$ cat config.mk
export PLATFORM = sky130hd
export DESIGN_NAME = ahbram_rst_seq_flat
export DESIGN_NICKNAME = d
export VERILOG_FILES = /design/src/rtl/ahbram_rst_pkg.sv /design/src/rtl/ahbram_rst_seq_if.sv /design/src/rtl/ahbram_dn_cnt.sv /design/src/rtl/ahbram_rst_seq.sv /design/src/flat_wrapper.sv
export SDC_FILE = /design/constraint.sdc
export NUM_CORES = 1
export LEC_CHECK = 0
export CELL_PAD_IN_SITES_DETAIL_PLACEMENT = 1
export CELL_PAD_IN_SITES_GLOBAL_PLACEMENT = 1
export CORE_AREA = 3 3 83 104
export CTS_CLUSTER_DIAMETER = 60
export DETAILED_ROUTE_END_ITERATION = 7
export DIE_AREA = 0 0 86 107
export GPL_TIMING_DRIVEN = 1
export HOLD_SLACK_MARGIN = 0.02
export PLACE_DENSITY_LB_ADDON = 0.1
export SLEW_MARGIN = 10
export SYNTH_ARGS = -nofsm -noshare
export SYNTH_HDL_FRONTEND = slang
export SYNTH_SLANG_ARGS = --single-unit
$ cat constraint.sdc
create_clock -name clk -period 6.41 [get_ports clk]
set_input_delay 1.282 -clock clk [delete_from_list [all_inputs] [get_ports clk]]
set_output_delay 1.282 -clock clk [all_outputs]
set_load 0.02 [all_outputs]
$ cat src/rtl/ahbram_rst_pkg.sv
// AHB-RAM reset sequencer shared types.
// Sequencer phase encoding.
package ahbram_rst_pkg;

   localparam int ST_W = 2;

   typedef enum logic [ST_W-1:0] {
      IDLE,
      WAIT,
      ASSERT,
      RELEASE
   } state_e;

endpackage

$ cat src/rtl/ahbram_rst_seq_if.sv
// Run-time reset request port of the AHB-RAM reset sequencer.
// The master holds req_valid and the fields until req_ready.
interface ahbram_rst_seq_if #(
   parameter int NUM_CH = 4,
   parameter int CNT_W  = 8
);

   logic              req_valid;
   logic              req_ready;
   logic [CNT_W-1:0]  req_delay;
   logic [CNT_W-1:0]  req_hold;
   logic [NUM_CH-1:0] req_mask;

   modport master (
      output req_valid,
      output req_delay,
      output req_hold,
      output req_mask,
      input  req_ready
   );

   modport slave (
      input  req_valid,
      input  req_delay,
      input  req_hold,
      input  req_mask,
      output req_ready
   );

endinterface

$ cat src/rtl/ahbram_dn_cnt.sv
// Loadable down-counter used for the wait and hold phases.
// Load wins over enable; the count stops at zero.
module ahbram_dn_cnt #(
   parameter int W = 8
) (
   input  logic         clk,
   input  logic         load,
   input  logic [W-1:0] val,
   input  logic         en,
   output logic         zero
);

   logic [W-1:0] cnt;

   always_ff @(posedge clk) begin
      if (load)
         cnt <= val;
      else if (en && cnt != '0)
         cnt <= cnt - 1'b1;
   end

   assign zero = (cnt == '0);

endmodule

$ cat src/rtl/ahbram_rst_seq.sv
// Multi-channel reset sequencer for the AHB-RAM subsystem.
// Power-on hold plus staggered release; run-time masked re-resets.
module ahbram_rst_seq
   import ahbram_rst_pkg::*;
#(
   parameter int NUM_CH   = 4,
   parameter int CNT_W    = 8,
   parameter int STAGGER  = 2,
   parameter int DEF_HOLD = 5,
   parameter int SEQ_W    = 16
) (
   input  logic              clk,
   input  logic              rst,
   ahbram_rst_seq_if.slave   req,
   output logic [NUM_CH-1:0] rstn_o,
   output logic              busy,
   output logic              done,
   output logic [SEQ_W-1:0]  seq_cnt
);

   localparam int SW = (STAGGER > 0) ? $clog2(STAGGER + 1) : 1;
   localparam int IW = (NUM_CH > 1) ? $clog2(NUM_CH) : 1;
   localparam logic [SW-1:0] S_RLD =
      (STAGGER > 0) ? SW'(STAGGER - 1) : '0;
   // Loaded on the last reset edge, so one extra count.
   localparam logic [CNT_W-1:0] POR_HOLD = CNT_W'(DEF_HOLD + 1);

   state_e            state, nxt;
   logic [NUM_CH-1:0] mask_q;
   logic [CNT_W-1:0]  hold_q;
   logic [CNT_W-1:0]  req_h;
   logic [SW-1:0]     scnt;
   logic [IW-1:0]     idx;
   logic [IW-1:0]     hi;
   logic              zdone;
   logic              acc;
   logic              w_load, w_en, w_zero;
   logic              h_load, h_en, h_zero;
   logic [CNT_W-1:0]  h_val;
   logic              hc_load;
   logic [CNT_W-1:0]  hc_val;
   logic              go_low, rel_all, rel0, rel_idx;
   logic              fin, start_rel, step;
   logic [NUM_CH-1:0] rnx;

   assign req.req_ready = !rst && state == IDLE && !zdone;
   assign busy = rst || state != IDLE || zdone;
   assign acc = req.req_valid && req.req_ready;
   assign req_h = (req.req_hold == '0) ? CNT_W'(1) : req.req_hold;

   always_comb begin
      hi = '0;
      for (int i = 0; i < NUM_CH; i++)
         if (mask_q[i]) hi = IW'(i);
   end

   ahbram_dn_cnt #(.W(CNT_W)) u_wait (
      .clk  (clk),
      .load (w_load),
      .val  (req.req_delay),
      .en   (w_en),
      .zero (w_zero)
   );

   assign hc_load = rst || h_load;
   assign hc_val = rst ? POR_HOLD : h_val;

   ahbram_dn_cnt #(.W(CNT_W)) u_hold (
      .clk  (clk),
      .load (hc_load),
      .val  (hc_val),
      .en   (h_en),
      .zero (h_zero)
   );

   always_ff @(posedge clk) begin
      if (rst)
         state <= ASSERT;
      else
         state <= nxt;
   end

   always_comb begin
      nxt       = state;
      w_load    = 1'b0;
      w_en      = 1'b0;
      h_load    = 1'b0;
      h_en      = 1'b0;
      h_val     = hold_q;
      go_low    = 1'b0;
      rel_all   = 1'b0;
      rel0      = 1'b0;
      rel_idx   = 1'b0;
      fin       = 1'b0;
      start_rel = 1'b0;
      step      = 1'b0;
      unique case (state)
         IDLE: begin
            if (acc && req.req_mask != '0) begin
               if (req.req_delay == '0) begin
                  nxt    = ASSERT;
                  h_load = 1'b1;
                  h_val  = req_h;
               end else begin
                  nxt    = WAIT;
                  w_load = 1'b1;
               end
            end
         end
         WAIT: begin
            if (w_zero) begin
               nxt    = ASSERT;
               go_low = 1'b1;
               h_load = 1'b1;
               // Fall edge already consumed one hold cycle.
               h_val  = hold_q - 1'b1;
            end else begin
               w_en = 1'b1;
            end
         end
         ASSERT: begin
            go_low = 1'b1;
            if (h_zero) begin
               if (STAGGER == 0 || hi == '0) begin
                  rel_all = 1'b1;
                  fin     = 1'b1;
                  nxt     = IDLE;
               end else begin
                  rel0      = 1'b1;
                  start_rel = 1'b1;
                  nxt       = RELEASE;
               end
            end else begin
               h_en = 1'b1;
            end
         end
         RELEASE: begin
            if (scnt == '0) begin
               rel_idx = 1'b1;
               if (idx == hi) begin
                  fin = 1'b1;
                  nxt = IDLE;
               end else begin
                  step = 1'b1;
               end
            end
         end
         default: nxt = IDLE;
      endcase
   end

   always_comb begin
      rnx = rstn_o;
      if (go_low)
         rnx = rnx & ~mask_q;
      if (rel_all)
         rnx = rnx | mask_q;
      if (rel0)
         rnx[0] = rnx[0] | mask_q[0];
      if (rel_idx)
         rnx[idx] = rnx[idx] | mask_q[idx];
   end

   always_ff @(posedge clk) begin
      if (rst) begin
         rstn_o  <= '0;
         mask_q  <= '1;
         hold_q  <= CNT_W'(DEF_HOLD);
         done    <= 1'b0;
         zdone   <= 1'b0;
         seq_cnt <= '0;
         idx     <= '0;
         scnt    <= '0;
      end else begin
         rstn_o <= rnx;
         done   <= fin || zdone;
         // Empty mask: completion is reported one cycle after accept.
         zdone  <= acc && req.req_mask == '0;
         if ((fin || zdone) && seq_cnt != '1)
            seq_cnt <= seq_cnt + 1'b1;
         if (acc) begin
            mask_q <= req.req_mask;
            hold_q <= req_h;
         end
         if (start_rel) begin
            idx  <= IW'(1);
            scnt <= S_RLD;
         end else if (step) begin
            idx  <= idx + 1'b1;
            scnt <= S_RLD;
         end else if (state == RELEASE && scnt != '0) begin
            scnt <= scnt - 1'b1;
         end
      end
   end

endmodule
$ cat src/flat_wrapper.sv
// flat-port wrapper written by rule: the top's interface ports become plain ports
module ahbram_rst_seq_flat import ahbram_rst_pkg::*;
#(
   parameter int NUM_CH   = 4,
   parameter int CNT_W    = 8,
   parameter int STAGGER  = 2,
   parameter int DEF_HOLD = 5,
   parameter int SEQ_W    = 16
)
  (clk, rst, rstn_o, busy, done, seq_cnt, req_req_valid, req_req_delay, req_req_hold, req_req_mask, req_req_ready);
  ahbram_rst_seq_if #(.NUM_CH(NUM_CH), .CNT_W(CNT_W)) req_i ();
  input  logic clk;
  input  logic rst;
  output logic [NUM_CH-1:0] rstn_o;
  output logic busy;
  output logic done;
  output logic [SEQ_W-1:0] seq_cnt;
  input wire logic [$bits(req_i.req_valid)-1:0] req_req_valid;
  input wire logic [$bits(req_i.req_delay)-1:0] req_req_delay;
  input wire logic [$bits(req_i.req_hold)-1:0] req_req_hold;
  input wire logic [$bits(req_i.req_mask)-1:0] req_req_mask;
  output wire logic [$bits(req_i.req_ready)-1:0] req_req_ready;
  assign req_i.req_valid = req_req_valid;
  assign req_i.req_delay = req_req_delay;
  assign req_i.req_hold = req_req_hold;
  assign req_i.req_mask = req_req_mask;
  assign req_req_ready = req_i.req_ready;
  ahbram_rst_seq #(.NUM_CH(NUM_CH), .CNT_W(CNT_W), .STAGGER(STAGGER), .DEF_HOLD(DEF_HOLD), .SEQ_W(SEQ_W)) u_core (.clk(clk), .rst(rst), .req(req_i), .rstn_o(rstn_o), .busy(busy), .done(done), .seq_cnt(seq_cnt));
endmodule
==> results of run 1 <==
state kept, by name, summed over array words and instances, names as in the netlist:
| register | cells |
|---|---|
| u_core.hold_q | 8 |
| u_core.done | 1 |
| u_core.scnt | 2 |
| u_core.zdone | 1 |
| u_core.seq_cnt | 16 |
| u_core.u_hold.cnt | 8 |
| u_core.u_wait.cnt | 8 |
| u_core.mask_q | 4 |
| u_core.state | 2 |
| u_core.idx | 2 |
| u_core.rstn_o | 4 |
cell families after synthesis:
logic type | after synthesis | share of synthesized area [%]
AOI/OAI and AO/OA | 90 | 16.5
xor gates and xnor gates | 19 | 4.96
muxes | 10 | 3.21
and+or+nand+nor | 174 | 26.9
DFF | 56 | 38.2
buffers and inverters | 36 | 4.32
adders and majority gates | 16 | 5.96
layout make-up:
cell class                      count  area, um^2  area share [%]
Multi-Input combinational cell    309        1950            49.0
Clock inverter                      3        21.3           0.536
Timing Repair Buffer               47         460            11.6
Inverter                           19        71.3            1.80
Sequential cell                    56        1280            32.3
Clock buffer                        5        68.8            1.73
Tap cell                           95         119            3.00
routing by layer:
layer	wire [um]	vias up
li1	-	1516
met1	3980	1519
met2	4470	68
met3	300	17
met4	214	0
met5	0	-
critical path, cell delays in order:
cell and delay (ns):
buf_2 0.16, buf_4 0.29, nor4bb_4 0.33, buf_4 0.29, nor2b_1 0.60, nor2b_1 0.43, a21oi_1 0.11, a211oi_1 0.24
a211oi_1 0.08
where the power goes:
group	leakage, nW	internal, mW	switching [mW]	total, mW
combinational	0.836	0.118	0.152	0.270
clock	0.0490	0.0785	0.126	0.204
sequential	0.484	0.413	0.0469	0.460
cell usage after synthesis (5+ instances only):
library cell,instances
nor2b_1,6
and2_1,5
a211oi_1,5
nand2b_1,6
nor2_1,34
xnor2_1,12
inv_1,19
edfxtp_1,16
dfxtp_1,40
nor4_1,9
clkbuf_1,14
o21ai_0,34
nand3_1,14
nand2_1,52
a221oi_1,6
mux2_2,6
or3_1,8
xor2_1,7
a21oi_1,22
o31ai_1,5
nor3_1,12
ha_1,16
worst min-delay path by stage:
| stage | end | startpoint |
|---|---|---|
| 3_3_place_gp | u_core.scnt[0]$_SDFFE_PP0P_ | u_core.scnt[0]$_SDFFE_PP0P_ |
| 4_1_cts | u_core.scnt[0]$_SDFFE_PP0P_ | u_core.scnt[0]$_SDFFE_PP0P_ |
| 3_5_place_dp | u_core.scnt[0]$_SDFFE_PP0P_ | u_core.scnt[0]$_SDFFE_PP0P_ |
| 5_1_grt | u_core.scnt[0]$_SDFFE_PP0P_ | u_core.scnt[0]$_SDFFE_PP0P_ |
| 6_report | u_core.scnt[0]$_SDFFE_PP0P_ | u_core.scnt[0]$_SDFFE_PP0P_ |
| 2_1_floorplan | u_core.scnt[0]$_SDFFE_PP0P_ | u_core.scnt[0]$_SDFFE_PP0P_ |
stage by stage:
step                cells  cell area (um^2)  util [%]
floorplan             401              3360         -
global placement      526              3880      49.8
detailed placement    526              3880      49.8
CTS                   534              3970      50.9
global route          534              3970      50.9
finish                534              3970      50.9
==> flow_metrics.tcl, run 1 <==
set metrics [dict create \
    status "finished clean" \
    clockRootBuffer "clkbuf_8" \
    peakVddDrop_mv 0.115 \
    start_util_pct 43.1 \
    antenna-diode-count 0 \
    syn_nets 440 \
    power_mw 0.934 \
    hold_path.class "reg2reg" \
    path_clk_slew_ns 0.11 \
    tns_ns 0 \
    maxCapViolations 0 \
    worstSetupEndpoint "u_core.u_hold.cnt[0]$_DFFE_PP_" \
    grtUsageTotal_pct 20.2 \
    htreeDepth 2 \
    cts_tree "done" \
    hold_viol 0 \
    worst_pin_slew_ns 0.676 \
    place_ws_ns 2.32 \
    gp_congestion 0.859 \
    synth_top_area_share_pct 23.9 \
    cts-resized-gates 0 \
    drt-total-wl_um 8970 \
    route.detailed.drc 0 \
    cp_max_fo 46 \
    reg2reg_to "u_core.u_hold.cnt[0]$_DFFE_PP_" \
    ys_dominant_reg_cell "dfxtp_1" \
    clock_latency_ns 0.33 \
    setup_viol 0 \
    rr_startpoint "u_core.state[0]$_SDFFE_PP0P_" \
    io_buffers 45 \
    cts_num_sinks 56 \
    setup.worst_path.class "in2reg" \
    overflow 0 \
    grt_pass1_vias 3104 \
    layout.nets 477 \
    drive_above_1_share_pct 5.69 \
    layout_common_cells "52 x nand2_1, 44 x clkdlybuf4s50_1, 40 x dfxtp_1, 34 x o21ai_0, 34 x nor2_1" \
    ant_nets 0 \
    p_leak_nw 1.37 \
    startpoint "rst" \
    p_per_area_nw_per_um2 235 \
    synth_top_area_cell "dfxtp_1" \
    die_x_um 86 \
    via_count 3120 \
    ys_async_sr_fraction_pct 0 \
    vias_per_cell 5.84 \
    holdPathStages 2 \
    wl_per_cell_um 16.8 \
    synth-edff-count 16 \
    io-pin-count 46 \
    rsz0062_at_grt "false" \
    synth_area_per_cell_um2 8.37 \
    critPathLaunchType "input pin" \
    clk_path_buf_depth 2 \
    numCtsBuffers 5 \
    hold_ws_ns 0.505 \
    fmax_ghz 0.265 \
    synthTopCellsByArea "dfxtp_1 24%, edfxtp_1 14%, ha_1 6.0%, nand2_1 5.8%, o21ai_0 5.1%" \
    ys_types 52 \
    syn_inst 401 \
    reg2reg_setup_slack_ns 3.21 \
    grt_use_met1_pct 25.7 \
    cp.arrival_ns 3.83 \
    synth_seq_cells 56 \
    post-route-period-util_pct 58.8 \
    syn_area_um2 3360 \
    cts_setup_buffers 0 \
    grtUsageMet3_pct 3.00 \
    maxSlewHeadroom_pct 54.8 \
    drv_slew 0 \
    drt-initial-drc-count 111 \
    area_growth_pct 18.2 \
    use_met2_pct 34.5 \
    antenna_found_initial 0 \
    top_usage_layer "met2" \
    drt_first_pass_iters 4 \
    hold_buffers 0 \
    skew_ns 0.0149 \
    r2r_cells 9 \
    die_h_um 107 \
    rows 36 \
    core_area_um2 7790 \
    mostFrequentLayoutCell "nand2_1" \
    grt_max_degree 47 \
    worst_ep_required_time_ns 6.47 \
    fill_cells 959 \
    die_area_um2 9200 \
    ys_seq_area_share_pct 38.2 \
    grt_pass1_wl_um 15000 \
    min_period_ns 3.77 \
    cp-end-kind "register" \
    setup_ws_ns 2.64 \
    dp_hpwl_um 6870 \
    ys_warn_count 0 \
]
Note: power is estimated with default switching activity, not from simulation.
==> run 2, diff against run 1 <==
--- a/config.mk
+++ b/config.mk
@@ -7,10 +7,10 @@
 export LEC_CHECK = 0
 export CELL_PAD_IN_SITES_DETAIL_PLACEMENT = 1
 export CELL_PAD_IN_SITES_GLOBAL_PLACEMENT = 1
-export CORE_AREA = 3 3 83 104
+export CORE_AREA = 3 3 90 113
 export CTS_CLUSTER_DIAMETER = 60
 export DETAILED_ROUTE_END_ITERATION = 7
-export DIE_AREA = 0 0 86 107
+export DIE_AREA = 0 0 93 116
 export GPL_TIMING_DRIVEN = 1
 export HOLD_SLACK_MARGIN = 0.02
 export PLACE_DENSITY_LB_ADDON = 0.1
==> constraint.sdc (replaced) <==
create_clock -name clk -period 3.22 [get_ports clk]
set_input_delay 0.644 -clock clk [delete_from_list [all_inputs] [get_ports clk]]
set_output_delay 0.644 -clock clk [all_outputs]
set_load 0.02 [all_outputs]
==> run 2 against run 1 <==
  * Combinational power increased by 97%
  * First-iteration DRC count decreased by 23%
  * Critical path depth decreased by 4
  * Sequential share of layout area decreased by 1.3 points
  * Register-to-register slack got worse by 2.7 ns
  * Routed wire length increased by 1.3%
  * Die area increased by 17%
  * Cell area increased by 4.1%
  * Sequential cell count unchanged
  * Largest cell class unchanged
==> flow_metrics.tcl, run 2 (synthesis results as in run 1) <==
set metrics [dict create \
    fmax_ghz 0.341 \
    antenna-diode-count 0 \
    critPathLaunchType "register" \
    power_mw 2.08 \
    min_period_ns 2.93 \
    hold_buffers 0 \
    io-pin-count 46 \
    rows 39 \
    mostFrequentLayoutCell "nand2_1" \
    skew_ns 0.00563 \
    layout_common_cells "52 x nand2_1, 44 x clkdlybuf4s50_1, 40 x dfxtp_1, 34 x o21ai_0, 34 x nor2_1" \
    cpMostUsedCell "inv_1" \
    setup_viol 0 \
    clockRootBuffer "clkbuf_16" \
    setup.worst_path.class "reg2out" \
    reg2reg_setup_slack_ns 0.55 \
    dp.cells 560 \
    drt_first_pass_iters 4 \
    top_register "u_core.seq_cnt" \
    p_per_area_nw_per_um2 504 \
    peakVddDrop_mv 0.290 \
    clk_path_buf_depth 2 \
    startpoint "u_core.state[0]$_SDFFE_PP0P_" \
    worst_pin_slew_ns 0.695 \
    cts_setup_buffers 0 \
    path_clk_slew_ns 0.07 \
    ant_nets 0 \
    drive_above_1_share_pct 6.74 \
    rr_startpoint "u_core.u_hold.cnt[2]$_DFFE_PP_" \
    fill_cells 1117 \
    cp-end-kind "output port" \
    cts_num_sinks 56 \
    worstSetupEndpoint "req_req_ready" \
    gp_congestion 0.765 \
    p_leak_nw 1.43 \
    maxSlewHeadroom_pct 53.3 \
    numCtsBuffers 5 \
    worst_ep_required_time_ns 2.58 \
    cts-resized-gates 0 \
    wl_per_cell_um 16.0 \
    die_area_um2 10800 \
    maxCapViolations 0 \
    cp_slowest_cell "clkdlybuf4s50_1" \
    area_growth_pct 23.0 \
    route.detailed.drc 0 \
    clock_latency_ns 0.30 \
    final_cells 568 \
    drt-initial-drc-count 86 \
    cts_tree "done" \
    dp_hpwl_um 7030 \
    drt-total-wl_um 9090 \
    grt_pass1_vias 3191 \
    start_util_pct 36.6 \
    layout.nets 483 \
    hold_viol 0 \
    cpPeakStageDelay_ns 0.67 \
    cp.arrival_ns 2.29 \
    grt_pass1_wl_um 15300 \
    drv_slew 0 \
    via_count 3076 \
    hold_path.class "reg2reg" \
    io_buffers 45 \
    rsz0062_at_grt "false" \
    post-route-period-util_pct 91.0 \
    vias_per_cell 5.42 \
    reg2reg_to "u_core.seq_cnt[8]$_SDFFE_PP0P_" \
    largest_register_ffs 16 \
    htreeDepth 2 \
    r2r_cells 6 \
    path_cells "inv_1, ha_1, inv_1, nor3_1, clkdlybuf4s50_1" \
    overflow 0 \
    die_x_um 93 \
    antenna_found_initial 0 \
    core_area_um2 9170 \
    die_h_um 116 \
    grtUsageTotal_pct 17.7 \
    cp_max_fo 10 \
    status "finished clean" \
    grt_max_degree 55 \
    tns_ns 0 \
]
run 2: cell types whose count changed in the layout (fill, tap and decap cells not counted):
cell	delta
buf_4	+6
clkbuf_16	+5
clkbuf_8	-4
inv_4	-2
bufinv_16	+1
clkinv_1	+1
clkinv_4	-1
run 2: worst min path at each step:
stage                                            to  slack, ns                            start  cells after the start
finish              u_core.seq_cnt[10]$_SDFFE_PP0P_       0.50  u_core.seq_cnt[10]$_SDFFE_PP0P_                      2
global route        u_core.seq_cnt[14]$_SDFFE_PP0P_       0.53  u_core.seq_cnt[14]$_SDFFE_PP0P_                      2
floorplan               u_core.scnt[0]$_SDFFE_PP0P_       0.46      u_core.scnt[0]$_SDFFE_PP0P_                      2
global placement        u_core.scnt[0]$_SDFFE_PP0P_       0.48      u_core.scnt[0]$_SDFFE_PP0P_                      2
CTS                  u_core.seq_cnt[7]$_SDFFE_PP0P_       0.50   u_core.seq_cnt[7]$_SDFFE_PP0P_                      2
detailed placement  u_core.seq_cnt[14]$_SDFFE_PP0P_       0.49  u_core.seq_cnt[14]$_SDFFE_PP0P_                      2
run 2: layout make-up:
| cell class | instances | area (um^2) | share of cell area, % |
|---|---|---|---|
| Clock buffer | 6 | 139 | 3.36 |
| Sequential cell | 56 | 1280 | 31.0 |
| Multi-Input combinational cell | 309 | 1950 | 47.1 |
| Clock inverter | 2 | 33.8 | 0.818 |
| Timing Repair Buffer | 53 | 505 | 12.2 |
| Inverter | 19 | 71.3 | 1.73 |
| Tap cell | 123 | 154 | 3.73 |
run 2: power by group:
part | internal, mW | switching (mW) | leakage [nW] | total [mW]
Combinational | 0.236 | 0.296 | 0.865 | 0.532
Clock | 0.386 | 0.249 | 0.0845 | 0.635
Sequential | 0.822 | 0.0913 | 0.484 | 0.913
Total | 1.44 | 0.636 | 1.43 | 2.08
run 2: through the flow:
step                area [um^2]  utilization, %  hold slack, ns  worst slack, ns
floorplan                  3360               -           0.457            0.763
CTS                        4130            45.0           0.503            0.248
finish                     4130            45.0           0.502            0.290
global placement           3960            43.1           0.475            0.276
detailed placement         3960            43.1           0.490            0.292
global route               4130            45.0           0.528            0.156
run 2: critical path: cells and delay by family, from the launching register on:
family | cells | cell delay (ns)
and+or+nand+nor | 1 | 0.35
buffers and inverters | 3 | 0.90
DFF | 1 | 0.34
adders and majority gates | 1 | 0.39
run 2: layer usage:
layer	global-route usage, %	share of wire [%]	up-vias
li1	-	-	1529
met1	19.4	41	1491
met2	34.8	54	51
met3	2.99	3.3	5
met4	4.89	1.2	0
met5	0	0	-
==> run 3, diff against run 2 <==
--- a/config.mk
+++ b/config.mk
@@ -5,12 +5,14 @@
 export SDC_FILE = /design/constraint.sdc
 export NUM_CORES = 1
 export LEC_CHECK = 0
+export CAP_MARGIN = 20
 export CELL_PAD_IN_SITES_DETAIL_PLACEMENT = 1
 export CELL_PAD_IN_SITES_GLOBAL_PLACEMENT = 1
-export CORE_AREA = 3 3 90 113
+export CORE_AREA = 3 3 84 105
 export CTS_CLUSTER_DIAMETER = 60
 export DETAILED_ROUTE_END_ITERATION = 7
-export DIE_AREA = 0 0 93 116
+export DIE_AREA = 0 0 87 108
+export DONT_BUFFER_PORTS = 1
 export GPL_TIMING_DRIVEN = 1
 export HOLD_SLACK_MARGIN = 0.02
 export PLACE_DENSITY_LB_ADDON = 0.1
==> run 3 against run 2 <==
  * Cell count fell by 13%
  * Register-to-register slack worse by 0.07 ns
  * Global-route usage grew 1.6 points
  * Via count decreased by 5.0%
  * Die area shrank 13%
  * Sequential share of layout area is 4.7 points higher
  * Sequential cell count unchanged
  * Setup slack gained 0.19 ns
  * Power decreased by 10%
  * First-iteration DRC count grew 40%
  * Core utilization is 0.47 points higher
  * Count of clock-buffer cells in the layout fell by 1
  * Critical path type is now reg2reg
  * Critical endpoint is now u_core.u_hold.cnt[0]$_DFFE_PP_
==> flow_metrics.tcl, run 3 (synthesis results as in run 1) <==
set metrics [dict create \
    setup_viol 0 \
    post-route-period-util_pct 85.1 \
    cts-resized-gates 0 \
    switching_share_pct 32.7 \
    numCtsBuffers 5 \
    via_count 2922 \
    rsz0062_at_grt "false" \
    die_h_um 108 \
    tns_ns 0 \
    reg2reg_to "u_core.u_hold.cnt[0]$_DFFE_PP_" \
    cp_max_fo 26 \
    start_util_pct 42.6 \
    antenna-diode-count 0 \
    fmax_ghz 0.365 \
    top_register "u_core.seq_cnt" \
    combPwrFrac_pct 24.7 \
    maxSlewHeadroom_pct 58.6 \
    area_growth_pct 6.82 \
    grt_pass1_vias 2957 \
    clock_latency_ns 0.32 \
    drv_slew 0 \
    maxCapViolations 0 \
    fill_cells 963 \
    worst_ep_required_time_ns 3.27 \
    power.share.clock_pct 26.2 \
    rr_startpoint "u_core.state[0]$_SDFFE_PP0P_" \
    hold_buffers 0 \
    grt_pass1_wl_um 14500 \
    r2r_cells 9 \
    dp.cells 486 \
    clockRootBuffer "clkbuf_8" \
    drt-met1-wl_um 3800 \
    reg2reg_setup_slack_ns 0.48 \
    drive_above_1_share_pct 7.27 \
    htreeDepth 2 \
    antenna_found_initial 0 \
    largest_register_ffs 16 \
    layout_common_cells "52 x nand2_1, 40 x dfxtp_1, 34 x o21ai_0, 34 x nor2_1, 22 x a21oi_1" \
    hold_path.class "in2reg" \
    skew_ns 0.0141 \
    io_buffers 0 \
    hold_viol 0 \
    path_clk_slew_ns 0.11 \
    holdPathEnd "u_core.scnt[1]$_SDFFE_PP0P_" \
    cts_tree "done" \
    dp_hpwl_um 6590 \
    core_area_um2 7880 \
    p_per_area_nw_per_um2 522 \
    die_x_um 87 \
    cts_setup_buffers 0 \
    top_layer "met4" \
    critPathLaunchType "register" \
    p_leak_nw 1.24 \
    hold_ws_ns 0.390 \
    wl_met2_um 4420 \
    gp_congestion 0.812 \
    seqPwrFrac_pct 49.1 \
    setup.worst_path.class "reg2reg" \
    ant_nets 0 \
    grtUsageTotal_pct 19.3 \
    vias_per_cell 5.91 \
    rows 36 \
    status "finished clean" \
    die_area_um2 9400 \
    netSwitchingPower_mw 0.612 \
    cp.arrival_ns 2.79 \
    io-pin-count 46 \
    min_period_ns 2.74 \
    holdPathStages 1 \
    wl_per_cell_um 17.5 \
    cp-end-kind "register" \
    peakVddDrop_mv 0.253 \
    wl_met3_um 288 \
    overflow 0 \
    drt_first_pass_iters 4 \
    worstHoldStart "rst" \
    clk_path_buf_depth 2 \
    cts_num_sinks 56 \
    route.detailed.drc 0 \
    layout.nets 437 \
    drt-initial-drc-count 120 \
    worst_pin_slew_ns 0.616 \
    p_int_mw 1.26 \
    final_cells 494 \
    grt_max_degree 57 \
    mostFrequentLayoutCell "nand2_1" \
    drt-total-wl_um 8650 \
]
run 3: cell count changes in the layout (fill, tap and decap cells not counted):
cell / before / now
clkbuf_16: 5 / 0
clkinv_1: 1 / 0
clkinv_4: 0 / 2
clkbuf_8: 1 / 5
buf_2: 1 / 0
clkdlybuf4s50_1: 44 / 0
buf_4: 8 / 7
run 3: routing by layer:
| metal | up-vias | global-route usage, % |
|---|---|---|
| met5 | - | 0 |
| li1 | 1446 | - |
| met3 | 14 | 3.51 |
| met2 | 45 | 34.6 |
| met1 | 1417 | 23.7 |
| met4 | 0 | 4.45 |
run 3: area by class of cell:
cell class,count,area [um^2],area share [%]
Multi-Input combinational cell,309,1950,54.3
Clock inverter,3,47.5,1.33
Timing Repair Buffer,7,52.6,1.47
Clock buffer,5,68.8,1.92
Inverter,19,71.3,1.99
Tap cell,95,119,3.31
Sequential cell,56,1280,35.7
run 3: worst max-delay path by stage:
stage / slack (ns) / startpoint / to
detailed placement: 0.52 / u_core.state[0]$_SDFFE_PP0P_ / u_core.u_hold.cnt[0]$_DFFE_PP_
floorplan: 0.76 / rst / busy
global route: 0.23 / u_core.state[0]$_SDFFE_PP0P_ / u_core.u_hold.cnt[0]$_DFFE_PP_
finish: 0.48 / u_core.state[0]$_SDFFE_PP0P_ / u_core.u_hold.cnt[0]$_DFFE_PP_
global placement: 0.60 / req_req_delay[1] / u_core.u_hold.cnt[1]$_DFFE_PP_
CTS: 0.48 / u_core.state[0]$_SDFFE_PP0P_ / u_core.u_hold.cnt[0]$_DFFE_PP_
run 3: stage by stage:
stage          utilization, %  setup slack [ns]  total power, mW  area, um^2
3_3_place_gp             44.0             0.602             1.39        3470
5_1_grt                  45.5             0.233             2.00        3590
2_1_floorplan               -             0.763             1.29        3360
4_1_cts                  45.5             0.480             1.89        3590
3_5_place_dp             44.0             0.515             1.40        3470
6_report                 45.5             0.480             1.87        3590
run 3: critical path, cell delays in order, from the launching register on:
cell and delay [ns]:
dfxtp_1 0.35, inv_1 0.13, ha_1 0.38, nor4bb_4 0.27, buf_4 0.30, nor2b_1 0.20
nor2b_1 0.34, a21oi_1 0.11, a211oi_1 0.27, a211oi_1 0.10
run 3: power by group through the flow:
stage	clock network [mW]	logic, mW	registers (mW)
after global placement	0	0.456	0.930
after CTS	0.500	0.469	0.921
final	0.490	0.462	0.920
after detailed placement	0	0.464	0.938
after floorplan	0	0.382	0.908
after global routing	0.527	0.542	0.934
